`src/rtl/rr_onehot_arbiter_if.sv`:
```
// Request/grant bundle between requesters and the round-robin arbiter.
// The master side is the arbiter; the slave side is the requester/consumer.
interface rr_onehot_arbiter_if #(
  parameter int unsigned N = 8
) ();
  localparam int unsigned PW = (N > 1) ? $clog2(N) : 1;

  logic [N-1:0]  req;
  logic          ack;
  logic [N-1:0]  grant;
  logic          enable;
  logic          timeout;
  logic [PW-1:0] ptr;

  modport master (
    input  req,
    input  ack,
    output grant,
    output enable,
    output timeout,
    output ptr
  );

  modport slave (
    output req,
    output ack,
    input  grant,
    input  enable,
    input  timeout,
    input  ptr
  );
endinterface

```
`src/rtl/rr_onehot_arbiter.sv`:
```
// Round-robin arbiter with a registered one-hot grant held until ack or timeout.
// Grant is either all-zero or exactly one-hot, so it can feed a one-hot encoder directly.
module rr_onehot_arbiter #(
  parameter int unsigned N       = 8,
  parameter int unsigned TIMEOUT = 16,
  parameter int unsigned CW      = 5
) (
  input logic                 clk,
  input logic                 reset,
  rr_onehot_arbiter_if.master bus
);
  localparam int unsigned PW = (N > 1) ? $clog2(N) : 1;
  localparam logic [CW-1:0] CntLast = CW'(TIMEOUT - 1);
  localparam logic [PW-1:0] IdxLast = PW'(N - 1);

  typedef enum logic [0:0] {StIdle, StGrant} state_e;

  state_e        state_q, state_d;
  logic [N-1:0]  grant_q, grant_d;
  logic          enable_q, enable_d;
  logic          timeout_q, timeout_d;
  logic [PW-1:0] ptr_q, ptr_d;
  logic [PW-1:0] gidx_q, gidx_d;
  logic [CW-1:0] cnt_q, cnt_d;

  logic          sel_found;
  logic [PW-1:0] sel_idx;
  logic          release_ack;
  logic          release_to;

  // Scan ptr, ptr+1, ... with an explicit wrap so non-power-of-two N is correct.
  always_comb begin
    int unsigned idx;
    idx       = 0;
    sel_found = 1'b0;
    sel_idx   = '0;
    for (int unsigned i = 0; i < N; i++) begin
      idx = 32'(ptr_q) + i;
      if (idx >= N) idx = idx - N;
      if (!sel_found && bus.req[idx]) begin
        sel_found = 1'b1;
        sel_idx   = PW'(idx);
      end
    end
  end

  assign release_ack = (state_q == StGrant) && bus.ack;
  assign release_to  = (state_q == StGrant) && !bus.ack && (TIMEOUT != 0) && (cnt_q == CntLast);

  always_ff @(posedge clk) begin
    if (reset) begin
      state_q   <= StIdle;
      grant_q   <= '0;
      enable_q  <= 1'b0;
      timeout_q <= 1'b0;
      ptr_q     <= '0;
      gidx_q    <= '0;
      cnt_q     <= '0;
    end else begin
      state_q   <= state_d;
      grant_q   <= grant_d;
      enable_q  <= enable_d;
      timeout_q <= timeout_d;
      ptr_q     <= ptr_d;
      gidx_q    <= gidx_d;
      cnt_q     <= cnt_d;
    end
  end

  always_comb begin
    state_d = state_q;
    unique case (state_q)
      StIdle:  if (sel_found) state_d = StGrant;
      StGrant: if (release_ack || release_to) state_d = StIdle;
      default: state_d = StIdle;
    endcase
  end

  always_comb begin
    grant_d   = grant_q;
    enable_d  = enable_q;
    timeout_d = 1'b0;
    ptr_d     = ptr_q;
    gidx_d    = gidx_q;
    cnt_d     = cnt_q;
    unique case (state_q)
      StIdle: begin
        if (sel_found) begin
          grant_d          = '0;
          grant_d[sel_idx] = 1'b1;
          enable_d         = 1'b1;
          gidx_d           = sel_idx;
          cnt_d            = '0;
        end
      end
      StGrant: begin
        if (release_ack || release_to) begin
          grant_d   = '0;
          enable_d  = 1'b0;
          timeout_d = release_to;
          ptr_d     = (gidx_q == IdxLast) ? '0 : gidx_q + PW'(1);
        end else if (TIMEOUT != 0) begin
          cnt_d = cnt_q + CW'(1);
        end
      end
      default: begin
        grant_d  = '0;
        enable_d = 1'b0;
      end
    endcase
  end

  assign bus.grant   = grant_q;
  assign bus.enable  = enable_q;
  assign bus.timeout = timeout_q;
  assign bus.ptr     = ptr_q;
endmodule
```
`src/flat_wrapper.sv`:
```
// flat-port wrapper written by rule: the top's interface ports become plain ports
module rr_onehot_arbiter_flat 
#(
  parameter int unsigned N       = 8,
  parameter int unsigned TIMEOUT = 16,
  parameter int unsigned CW      = 5
)
  (clk, reset, bus_req, bus_ack, bus_grant, bus_enable, bus_timeout, bus_ptr);
  rr_onehot_arbiter_if #(.N(N)) bus_i ();
  input logic clk;
  input logic reset;
  input wire logic [$bits(bus_i.req)-1:0] bus_req;
  input wire logic [$bits(bus_i.ack)-1:0] bus_ack;
  output wire logic [$bits(bus_i.grant)-1:0] bus_grant;
  output wire logic [$bits(bus_i.enable)-1:0] bus_enable;
  output wire logic [$bits(bus_i.timeout)-1:0] bus_timeout;
  output wire logic [$bits(bus_i.ptr)-1:0] bus_ptr;
  assign bus_i.req = bus_req;
  assign bus_i.ack = bus_ack;
  assign bus_grant = bus_i.grant;
  assign bus_enable = bus_i.enable;
  assign bus_timeout = bus_i.timeout;
  assign bus_ptr = bus_i.ptr;
  rr_onehot_arbiter #(.N(N), .TIMEOUT(TIMEOUT), .CW(CW)) u_core (.clk(clk), .reset(reset), .bus(bus_i));
endmodule
```
`config.mk`:
```
export PLATFORM = sky130hd
export DESIGN_NAME = rr_onehot_arbiter_flat
export DESIGN_NICKNAME = d
export VERILOG_FILES = /design/src/rtl/rr_onehot_arbiter_if.sv /design/src/rtl/rr_onehot_arbiter.sv /design/src/flat_wrapper.sv
export SDC_FILE = /design/constraint.sdc
export NUM_CORES = 1
export LEC_CHECK = 0
export ABC_AREA = 1
export CAP_MARGIN = 20
export CORE_MARGIN = 4
export CORE_UTILIZATION = 52
export CTS_CLUSTER_SIZE = 24
export DETAILED_ROUTE_END_ITERATION = 10
export GPL_ROUTABILITY_DRIVEN = 0
export GPL_TIMING_DRIVEN = 0
export PLACE_DENSITY = 0.85
export SLEW_MARGIN = 15
export SYNTH_ARGS = -nofsm -noshare
export SYNTH_HDL_FRONTEND = slang
export SYNTH_SLANG_ARGS = --single-unit
```
`constraint.sdc`:
```
create_clock -name clk -period 3.16 [get_ports clk]
set_input_delay 0.632 -clock clk [delete_from_list [all_inputs] [get_ports clk]]
set_output_delay 0.632 -clock clk [all_outputs]
set_load 0.005 [all_outputs]
```
==> flow_metrics.env <==
export IMPL_final_common_cell="nand2_1"
export IMPL_root_buffer="clkbuf_4"
export IMPL_via_per_inst=5.09
export IMPL_dr_pass1_iters=4
export IMPL_n_antenna_cell=0
export IMPL_synth_seq_cells=22
export IMPL_cp_top_family="simple AND/OR/NAND/NOR gates"
export IMPL_antenna_found_initial=0
export IMPL_path_class="reg -> reg"
export IMPL_layout_common_cells="nand2_1 (61), nand3_1 (38), nor2_1 (36)"
export IMPL_synth_nets=281
export IMPL_rsz0062_at_grt="false"
export IMPL_hp_class="reg -> reg"
export IMPL_drv_slew=0
export IMPL_fin_skew_ns=0.00576
export IMPL_yosys_most_used_dff="dfxtp_1"
export IMPL_drive_gt1_frac=0.131
export IMPL_max_cap_violations=0
export IMPL_cp_cell_sequence="buf_6 -> inv_2 -> buf_6 -> ha_1 -> inv_2 -> nand3_1 -> nand2_1 -> inv_1 -> o21ai_4 -> inv_1 -> nor2_1 -> nand3b_1 -> nand3_1 -> nand2_1 -> nor2_1 -> nand2_1 -> nor2_1 -> nor2_1 -> nor2_1"
export IMPL_fin_crit_ns=2.83
export IMPL_ir_drop_uv=314
export IMPL_initial_utilization=0.556
export IMPL_antenna_left=0
export IMPL_timing_fmax_ghz=0.354
export IMPL_hold_viol=0
export IMPL_clkLatencyLatePin_ns=0.31
export IMPL_grt_ovfl_total=0
export IMPL_crit_slowest_cell="dfxtp_1"
export IMPL_p_leak_nw=0.959
export IMPL_design_die_area_um2=4330
export IMPL_worstSetupEndpointType="flip-flop"
export IMPL_worstPathRequired_ns=3.41
export IMPL_core_area_um2=3130
export IMPL_syn_area_um2=1740
export IMPL_synth_edf_count=0
export IMPL_synth_cell_types=29
export IMPL_post_place_cells=331
export IMPL_nNetsFinal=309
export IMPL_io_buffers=23
export IMPL_syn_avg_cell_area_um2=6.58
export IMPL_cp_max_fo=10
export IMPL_wire_per_inst_um=10.7
export IMPL_grt_pass1_vias=1553
export IMPL_grt_total_usage=0.181
export IMPL_vias=1704
export IMPL_grt_pass1_wl_um=6260
export IMPL_finalSetupTns_ns=0
export IMPL_syn_inst=264
export IMPL_grt_max_degree=14
export IMPL_async_flop_share=0
export IMPL_netlist_area_leader_share=0.253
export IMPL_fp_row_count=20
export IMPL_final_cells=335
export IMPL_relSlewSlack=0.653
export IMPL_area_growth_pct=19.4
export IMPL_status="finished, final reports clean"
export IMPL_fillers=282
export IMPL_critical_path_max_stage_delay_ns=0.39
export IMPL_synthTopCellsByArea="dfxtp_1 (25%), nand2_1 (13%), nand3_1 (11%)"
export IMPL_post_cts_buffers=0
export IMPL_seq_area_frac_synth=0.253
export IMPL_clockBufferDepth=2
export IMPL_crit_arrival_ns=3.07
export IMPL_path_buf_inv=6
export IMPL_synth_largest_area_cell="dfxtp_1"
export IMPL_cts_sinks=22
export IMPL_drc=0
export IMPL_drt_iter0_markers=61
export IMPL_hpwlAfterDp_um=2960
export IMPL_drt_wl_total_um=3580
export IMPL_cpMostUsedCell="nor2_1"
export IMPL_yosysWarnings=0
export IMPL_final_setup_viol_count=0
export IMPL_worstMarginPinSlew_ns=0.518
export IMPL_cts_htree_levels=1
export IMPL_fin_crit_sh=0.894
export IMPL_io_pins=24
export IMPL_cts_tree="done"
export IMPL_p_per_area_nw_per_um2=473
export IMPL_cts_buffers=3
export IMPL_die_y_um=65.8
export IMPL_clk_pin_slew_worst_paths_ns=0.12
export IMPL_worstSetupStartpointType="flip-flop"
export IMPL_die_x_um=65.8
export IMPL_final_core_util=0.664
==> per-stage QoR <==
stage,worst slack [ns],hold WS (ns),instance area [µm²],power [mW]
after global routing,0.0358,0.483,2080,1.06
after global placement,0.327,0.446,2020,0.765
after CTS,0.254,0.467,2080,0.986
final,0.335,0.463,2080,0.982
after floorplan,0.658,0.431,1740,0.661
after detailed placement,0.303,0.448,2020,0.772
==> cell type report <==
class	instances	area, µm²	share of cell area
clock buffers	3	22.5	0.0108
multi-input cells	201	1120	0.539
plain buffers	5	38.8	0.0187
flip-flops and latches	22	440	0.212
repair buffers	23	230	0.111
well taps	44	55.1	0.0265
clock inverters	1	30.0	0.0145
inverters	36	140	0.0675
==> path summary, 6_finish.rpt <==
check                           cells past startpoint         startpoint                  end  slack [ns]
worst min register to register                      2     u_core.state_q   u_core.bus.timeout        0.46
worst max register to register                     19  u_core.bus.ptr[0]  u_core.bus.grant[2]        0.33
worst min-delay path                                2     u_core.state_q   u_core.bus.timeout        0.46
worst max-delay path                               19  u_core.bus.ptr[0]  u_core.bus.grant[2]        0.33
==> state kept, by name, indices dropped and copies added, names as in the netlist <==
register / count
u_core.bus.grant: 8
u_core.cnt_q: 5
u_core.bus.ptr: 3
u_core.gidx_q: 3
u_core.bus.enable: 1
u_core.bus.timeout: 1
u_core.state_q: 1
==> cell usage after synthesis (2+ instances only) <==
cell type and instances:
nor2_8 4, buf_6 2, nand2_4 3, inv_2 4, nand2_1 61, nand3_2 6, dfxtp_1 22, nor2_1 36
nand2_2 7, ha_1 6, o21ai_0 11, nor3_1 3, nand3b_1 3, a21oi_1 12, nand3_1 38, inv_1 31
nand4_1 3
==> power by group <==
group          internal (mW)  total [mW]  switching (mW)
Clock                  0.128       0.212          0.0841
Sequential             0.303       0.318          0.0148
Combinational          0.166       0.452           0.286
Total                  0.598       0.982           0.384
==> layer usage <==
layer	up-vias	GRT usage	wire length [µm]
li1	904	-	-
met3	2	0.0357	80
met4	0	0.0311	13
met5	-	0	0
met1	780	0.232	1770
met2	18	0.317	1720
==> cell families after synthesis <==
group,share of synthesized area
DFF,0.253
AOI/OAI and AO/OA,0.0878
and+or+nand+nor,0.489
adders and majority gates,0.0432
buffers and inverters,0.103
xor gates and xnor gates,0.0238
==> tightest hold or removal path: stages, from the launching register on <==
cell and delay (ns):
dfxtp_1 0.34, nand2_1 0.06, nor3_1 0.03
==> timing repair <==
item | CTS | global route
endpoints found under the hold margin | 0 | 0
setup endpoints to repair | 0 | 4
resized for setup | 0 | 1
hold buffers | 0 | 0
Note: power is estimated with default switching activity, not from simulation.
